==> src/rtl/seg7_pkg.sv <==
// seg7_pkg: nibble width and one-hot helper shared by the seg7 feeder and decoder
package seg7_pkg;
  localparam int NIBBLE_W = 4;
  function automatic logic [31:0] onehot(input logic [31:0] idx);
    return 32'd1 << idx;
  endfunction
endpackage

==> src/rtl/seg7_sync_edge.sv <==
// seg7_sync_edge: multi-flop synchroniser for an async pin with rising-edge detect
module seg7_sync_edge #(
  parameter int SYNC_STAGES = 2
) (
  input  logic clk,
  input  logic reset,
  input  logic pin,
  output logic level,
  output logic rise
);
  logic [SYNC_STAGES-1:0] sync;
  logic prev;
  // shift the pin through the synchroniser and remember the last synchronised level
  always_ff @(posedge clk)
    if (reset) begin
      sync <= '0;
      prev <= 1'b0;
    end else begin
      sync <= {sync[SYNC_STAGES-2:0], pin};
      prev <= sync[SYNC_STAGES-1];
    end
  assign level = sync[SYNC_STAGES-1];
  assign rise = level & ~prev;
endmodule

==> src/rtl/seg7_serial_feeder.sv <==
// seg7_serial_feeder: serial-in, double-buffered, scanned nibble feeder; SEG7_FEED_BLANK_EN enables leading-zero blanking
module seg7_serial_feeder
  import seg7_pkg::*;
#(
  parameter int DIGITS      = 2,
  parameter int DIV         = 1024,
  parameter int SYNC_STAGES = 2
) (
  input  logic                clk,
  input  logic                reset,
  input  logic                ser_data,
  input  logic                ser_shift,
  input  logic                ser_latch,
  input  logic                scan_hold,
  output logic [NIBBLE_W-1:0] nibble,
  output logic [DIGITS-1:0]   digit_sel,
  output logic                frame_tick,
  output logic                blank
);
  localparam int W  = NIBBLE_W * DIGITS;
  localparam int IW = DIGITS > 1 ? $clog2(DIGITS) : 1;
  localparam int PW = DIV > 1 ? $clog2(DIV) : 1;
  logic          data_level, data_rise, shift_level, shift_rise, latch_level, latch_rise;
  logic [W-1:0]  sr, disp;
  logic [PW-1:0] pre;
  logic [IW-1:0] idx;
  logic          wrap;
  logic          unused;
  seg7_sync_edge #(.SYNC_STAGES(SYNC_STAGES)) u_data (
    .clk(clk), .reset(reset), .pin(ser_data), .level(data_level), .rise(data_rise)
  );
  seg7_sync_edge #(.SYNC_STAGES(SYNC_STAGES)) u_shift (
    .clk(clk), .reset(reset), .pin(ser_shift), .level(shift_level), .rise(shift_rise)
  );
  seg7_sync_edge #(.SYNC_STAGES(SYNC_STAGES)) u_latch (
    .clk(clk), .reset(reset), .pin(ser_latch), .level(latch_level), .rise(latch_rise)
  );
  assign unused = ^{data_rise, shift_level, latch_level};
  assign wrap = ~scan_hold & (pre == PW'(DIV - 1));
  // shift register and display buffer; a simultaneous latch captures the pre-shift word
  always_ff @(posedge clk)
    if (reset) begin
      sr   <= '0;
      disp <= '0;
    end else begin
      if (shift_rise) sr <= {sr[W-2:0], data_level};
      if (latch_rise) disp <= sr;
    end
  // scan prescaler, digit index and frame pulse, all frozen while scan_hold is high
  always_ff @(posedge clk)
    if (reset) begin
      pre        <= '0;
      idx        <= '0;
      frame_tick <= 1'b0;
    end else begin
      if (!scan_hold) pre <= wrap ? '0 : pre + PW'(1);
      if (wrap) idx <= (idx == IW'(DIGITS - 1)) ? '0 : idx + IW'(1);
      frame_tick <= wrap & (idx == IW'(DIGITS - 1));
    end
  // nibble and digit enable registered together so they never disagree
  always_ff @(posedge clk)
    if (reset) begin
      nibble    <= '0;
      digit_sel <= DIGITS'(1);
    end else begin
      nibble    <= disp[NIBBLE_W*idx +: NIBBLE_W];
      digit_sel <= DIGITS'(onehot(32'(idx)));
    end
`ifdef SEG7_FEED_BLANK_EN
  logic [DIGITS-1:0] zero_from;
  for (genvar k = 0; k < DIGITS; k++) begin : g_zero
    assign zero_from[k] = ~|disp[W-1:NIBBLE_W*k];
  end
  // blank a non-zero digit index when it and every higher nibble are zero
  always_ff @(posedge clk)
    if (reset) blank <= 1'b0;
    else blank <= (idx != '0) && zero_from[idx];
`else
  assign blank = 1'b0;
`endif
endmodule

==> config.mk <==
export PLATFORM = sky130hd
export DESIGN_NAME = seg7_serial_feeder
export DESIGN_NICKNAME = d
export VERILOG_FILES = /design/src/rtl/seg7_pkg.sv /design/src/rtl/seg7_sync_edge.sv /design/src/rtl/seg7_serial_feeder.sv
export SDC_FILE = /design/constraint.sdc
export NUM_CORES = 1
export LEC_CHECK = 0
export CAP_MARGIN = 20
export CORE_AREA = 3 3 77 79
export CTS_BUF_LIST = sky130_fd_sc_hd__clkbuf_4 sky130_fd_sc_hd__clkbuf_8 sky130_fd_sc_hd__clkbuf_16
export DETAILED_ROUTE_END_ITERATION = 10
export DIE_AREA = 0 0 80 82
export MAX_ROUTING_LAYER = met4
export SLEW_MARGIN = 20
export SYNTH_ARGS = -nofsm -noshare
export SYNTH_HDL_FRONTEND = slang
export SYNTH_SLANG_ARGS = --single-unit
export TNS_END_PERCENT = 5
==> constraint.sdc <==
create_clock -name clk -period 1.7 [get_ports clk]
set_input_delay 0.34 -clock clk [delete_from_list [all_inputs] [get_ports clk]]
set_output_delay 0.34 -clock clk [all_outputs]
set_load 0.02 [all_outputs]
==> results summary, run 1 <==
The flow ran to the end, and the final reports show no timing, DRC or antenna violations. The H-tree generated during clock tree synthesis spans 2 levels. The worst endpoint required time came out at 1930 ps. The cell depth of the worst min-delay path is 2.

The register share of total power came out at 0.540. The worst hold path begins at u_data.sync[1]. After legalization and detailed placement, the total HPWL measured 1728 µm.

In the routed design, unresolved DRC markers number 0. The worst flop-to-flop path endpoint is pre[8]. In the finished design, the share of the clock period the worst path needs comes to 0.9263. The number of synthesized flops with an enable pin is 0.

The detail-routed via count per cell is 4.282. The width of the die is 80 µm. The post-CTS setup buffer count is 0. The clock group share of total power is 0.425.

The final setup violation count came out at 0. STA classifies the critical path endpoint as a register. The net switching power figure is 0.3630 mW. TritonCTS built the clock tree. The fraction of layout instances using a drive strength above 1 is 0.1080. The clock latency reported for the late side of the worst-skew pair is 290 ps.

The power density of the placed cells came out at 985.4 nW/µm². Cell internal power was estimated by the tool at 1.498 mW. The total congestion overflow after global routing is 0.

For flop-to-flop paths, the worst setup slack is 160 ps. The per-cell routed wire length is 10.25 µm. The die footprint is 6560 µm². For the worst setup path, the data arrival time is 1800 ps. The relative area change from synthesis to final layout is 20.82%. Counting distinct cell types in the post-synthesis netlist gives 36. Setup repair after global routing left no endpoint under its margin.

The post-cts resize count is 0. After floorplanning, the core was divided into 27 placement rows. The root buffer cell chosen for the clock tree is clkbuf_8. The number of nets at the end of the flow came out at 182. The standard cell area after detailed placement came out at 1765 µm². The number of ports placed on the die boundary came out at 14. The first-pass GRT wire length is 4388 µm. The number of antenna violations at the first check in global routing came out at 0. The synthesized netlist cell count is 161. The synthesized netlist occupies a cell area of 1563 µm². The largest net degree at the start of global routing came out at 29. The number of synthesized register bits is 42. The fraction of the yosys area taken by sequential cells came out at 0.5380. In the layout the commonest cells are 42 x dfxtp_1, 21 x nand2_1, 18 x nor2_1, 12 x mux2i_1, 12 x clkdlybuf4s50_1.

For this run, asynchronously set or reset flops after synthesis account for 0. The via count came out at 1062. The length of the first detailed-routing pass in iterations is 4. The effective utilization at floorplan is 0.2891. Leaving out fill and tap cells, the most frequent cell in the layout is dfxtp_1. In this run the worst hold path is classified as reg -> reg. The placeable core area is 5405 µm². The number of antenna cells inserted came out at 0. The completed layout was analyzed and its total power is 1.861 mW. The number of pins with negative max-slew slack in the final report came to 0. The clock period minus worst slack came out at 1575 ps. The count of final hold-check violations came out at 0. The worst setup path is launched from an input port.

The count of port buffers added during placement is 12. In this run the static leakage power is 0.7003 nW. The highest clock frequency the design can meet came out at 635.0 MHz. The net switching fraction of the power is 0.1951.

The post-synthesis area per instance is 9.707 µm². The vertical extent of the die came out at 82 µm. After routing the design area is 1888 µm². When the netlist entered floorplanning its net count stood at 168. The setup skew after layout is 7.111 ps. The maximum clock path buffer count is 2. The number of global-route vias before repair is 944. The combinational power share came out at 0.035. The combined global-route utilization of all metal layers is 0.08773. The routability-driven placement congestion ratio came out at 0.7522. The most common flop cell mapped by yosys is dfxtp_1. Yosys printed 0 warnings. The iteration-0 DRC count of the detailed router came out at 37. The worst ir drop on vdd came out at 0.0004188 V.

The number of violations of the max-capacitance limit came out at 0. The worst register-to-register path begins at pre[0]. In this run, post-CTS hold repair placed 0 buffers. For the worst flop-to-flop path, the logic depth is 4.

The final layout contains routed wiring with a total length of 2543 µm. The setup path with the least slack is of type in -> reg. For this design, the sink count on the clock tree is 42. In this run, CTS created clock tree buffers numbering 5.

The remaining antenna violation count after routing is 0. Clock-pin slew was measured on the worst setup and hold paths at 80 ps. The capture endpoint of the worst hold path is sr[0]. Of all nets on the critical path, the largest fanout is 9.
## through the flow
step | worst slack (ps) | utilization | TNS (ps) | hold slack, ps | instances
finish | 125.3 | 0.3493 | 0 | 437.2 | 248
global route | 30.71 | 0.3493 | 0 | 460.0 | 248
CTS | 107.2 | 0.3477 | 0 | 443.5 | 248
detailed placement | -193.9 | 0.3266 | -916.6 | 428.3 | 240
global placement | -167.3 | 0.3266 | -760.5 | 417.9 | 240
floorplan | 232.6 | - | 0 | 413.8 | 161
## cell usage after synthesis (3+ instances only)
library cell	n	area share
a21oi_1	10	0.032
clkbuf_1	6	0.014
nor2b_1	10	0.040
dfxtp_1	42	0.54
nand2_1	21	0.050
nor2_1	18	0.043
mux2i_1	12	0.077
inv_1	4	0.0096
buf_2	3	0.0096
o21ai_0	3	0.0096
## power groups by stage
stage          clock [mW]  combinational, mW  sequential, mW
6_report            0.791             0.0653            1.00
4_1_cts             0.831             0.0660            1.00
3_5_place_dp            0             0.0658            1.03
2_1_floorplan           0             0.0459            1.02
5_1_grt             0.864             0.0731            1.01
3_3_place_gp            0             0.0655            1.03
## routing by layer
metal | global-route usage | vias to the layer above | routed length, µm
li1 | - | 567 | -
met1 | 0.1104 | 473 | 1311
met2 | 0.1291 | 18 | 1089
met3 | 0.02303 | 4 | 105
met4 | 0.04561 | 0 | 36
met5 | - | - | 0
## worst max-delay path, stage by stage
cell and delay (ps):
clkdlybuf4s50_1 520, nand3b_1 290, or4_1 510, a21oi_1 140
## cell type report
cell class | count | area, µm²
fill | 573 | 3517
sequential | 42 | 840.8
multi-input combinational | 105 | 670.6
timing repair buffer | 17 | 157.7
tap | 72 | 90.09
clock buffer | 7 | 83.83
clock inverter | 1 | 30.03
inverter | 4 | 15.01
## worst max path at each step
stage                   start      to  slack (ps)  cells past startpoint
global route        scan_hold  pre[8]          30                      4
detailed placement  scan_hold  pre[9]        -190                      4
global placement    scan_hold  pre[9]        -170                      4
finish              scan_hold  pre[8]         130                      4
CTS                 scan_hold  pre[9]         110                      4
floorplan              pre[0]     idx         230                      4
## registers in the layout, indices dropped and copies added (netlist names)
register	count
sr	8
pre	10
u_data.sync	2
idx	1
u_shift.sync	2
nibble	4
u_latch.prev	1
frame_tick	1
digit_sel	2
u_shift.prev	1
disp	8
u_latch.sync	2
## logic make-up (layout without fill, tap and decap cells)
group                    count (synthesis)  in the layout  synth area share
AO/OA/AOI/OAI                           20             20           0.08006
XOR/XNOR                                 3              3           0.01682
adder cells (fa/ha/maj)                  1              1          0.008005
buffers and inverters                   14             29           0.03843
flip-flops                              42             42            0.5380
multiplexers                            13             13           0.08407
other                                    1              1          0.002400
AND/OR/NAND/NOR                         67             67            0.2322
Note: power is estimated with default switching activity, not from simulation.
==> run 2, diff against run 1 <==
--- a/config.mk
+++ b/config.mk
@@ -5,7 +5,7 @@
 export SDC_FILE = /design/constraint.sdc
 export NUM_CORES = 1
 export LEC_CHECK = 0
-export CAP_MARGIN = 20
+export ABC_CLOCK_PERIOD_IN_PS = 1700
 export CORE_AREA = 3 3 77 79
 export CTS_BUF_LIST = sky130_fd_sc_hd__clkbuf_4 sky130_fd_sc_hd__clkbuf_8 sky130_fd_sc_hd__clkbuf_16
 export DETAILED_ROUTE_END_ITERATION = 10
==> results of run 2 <==
Same layout as run 1: the final DEF is identical, and so are final timing and power.
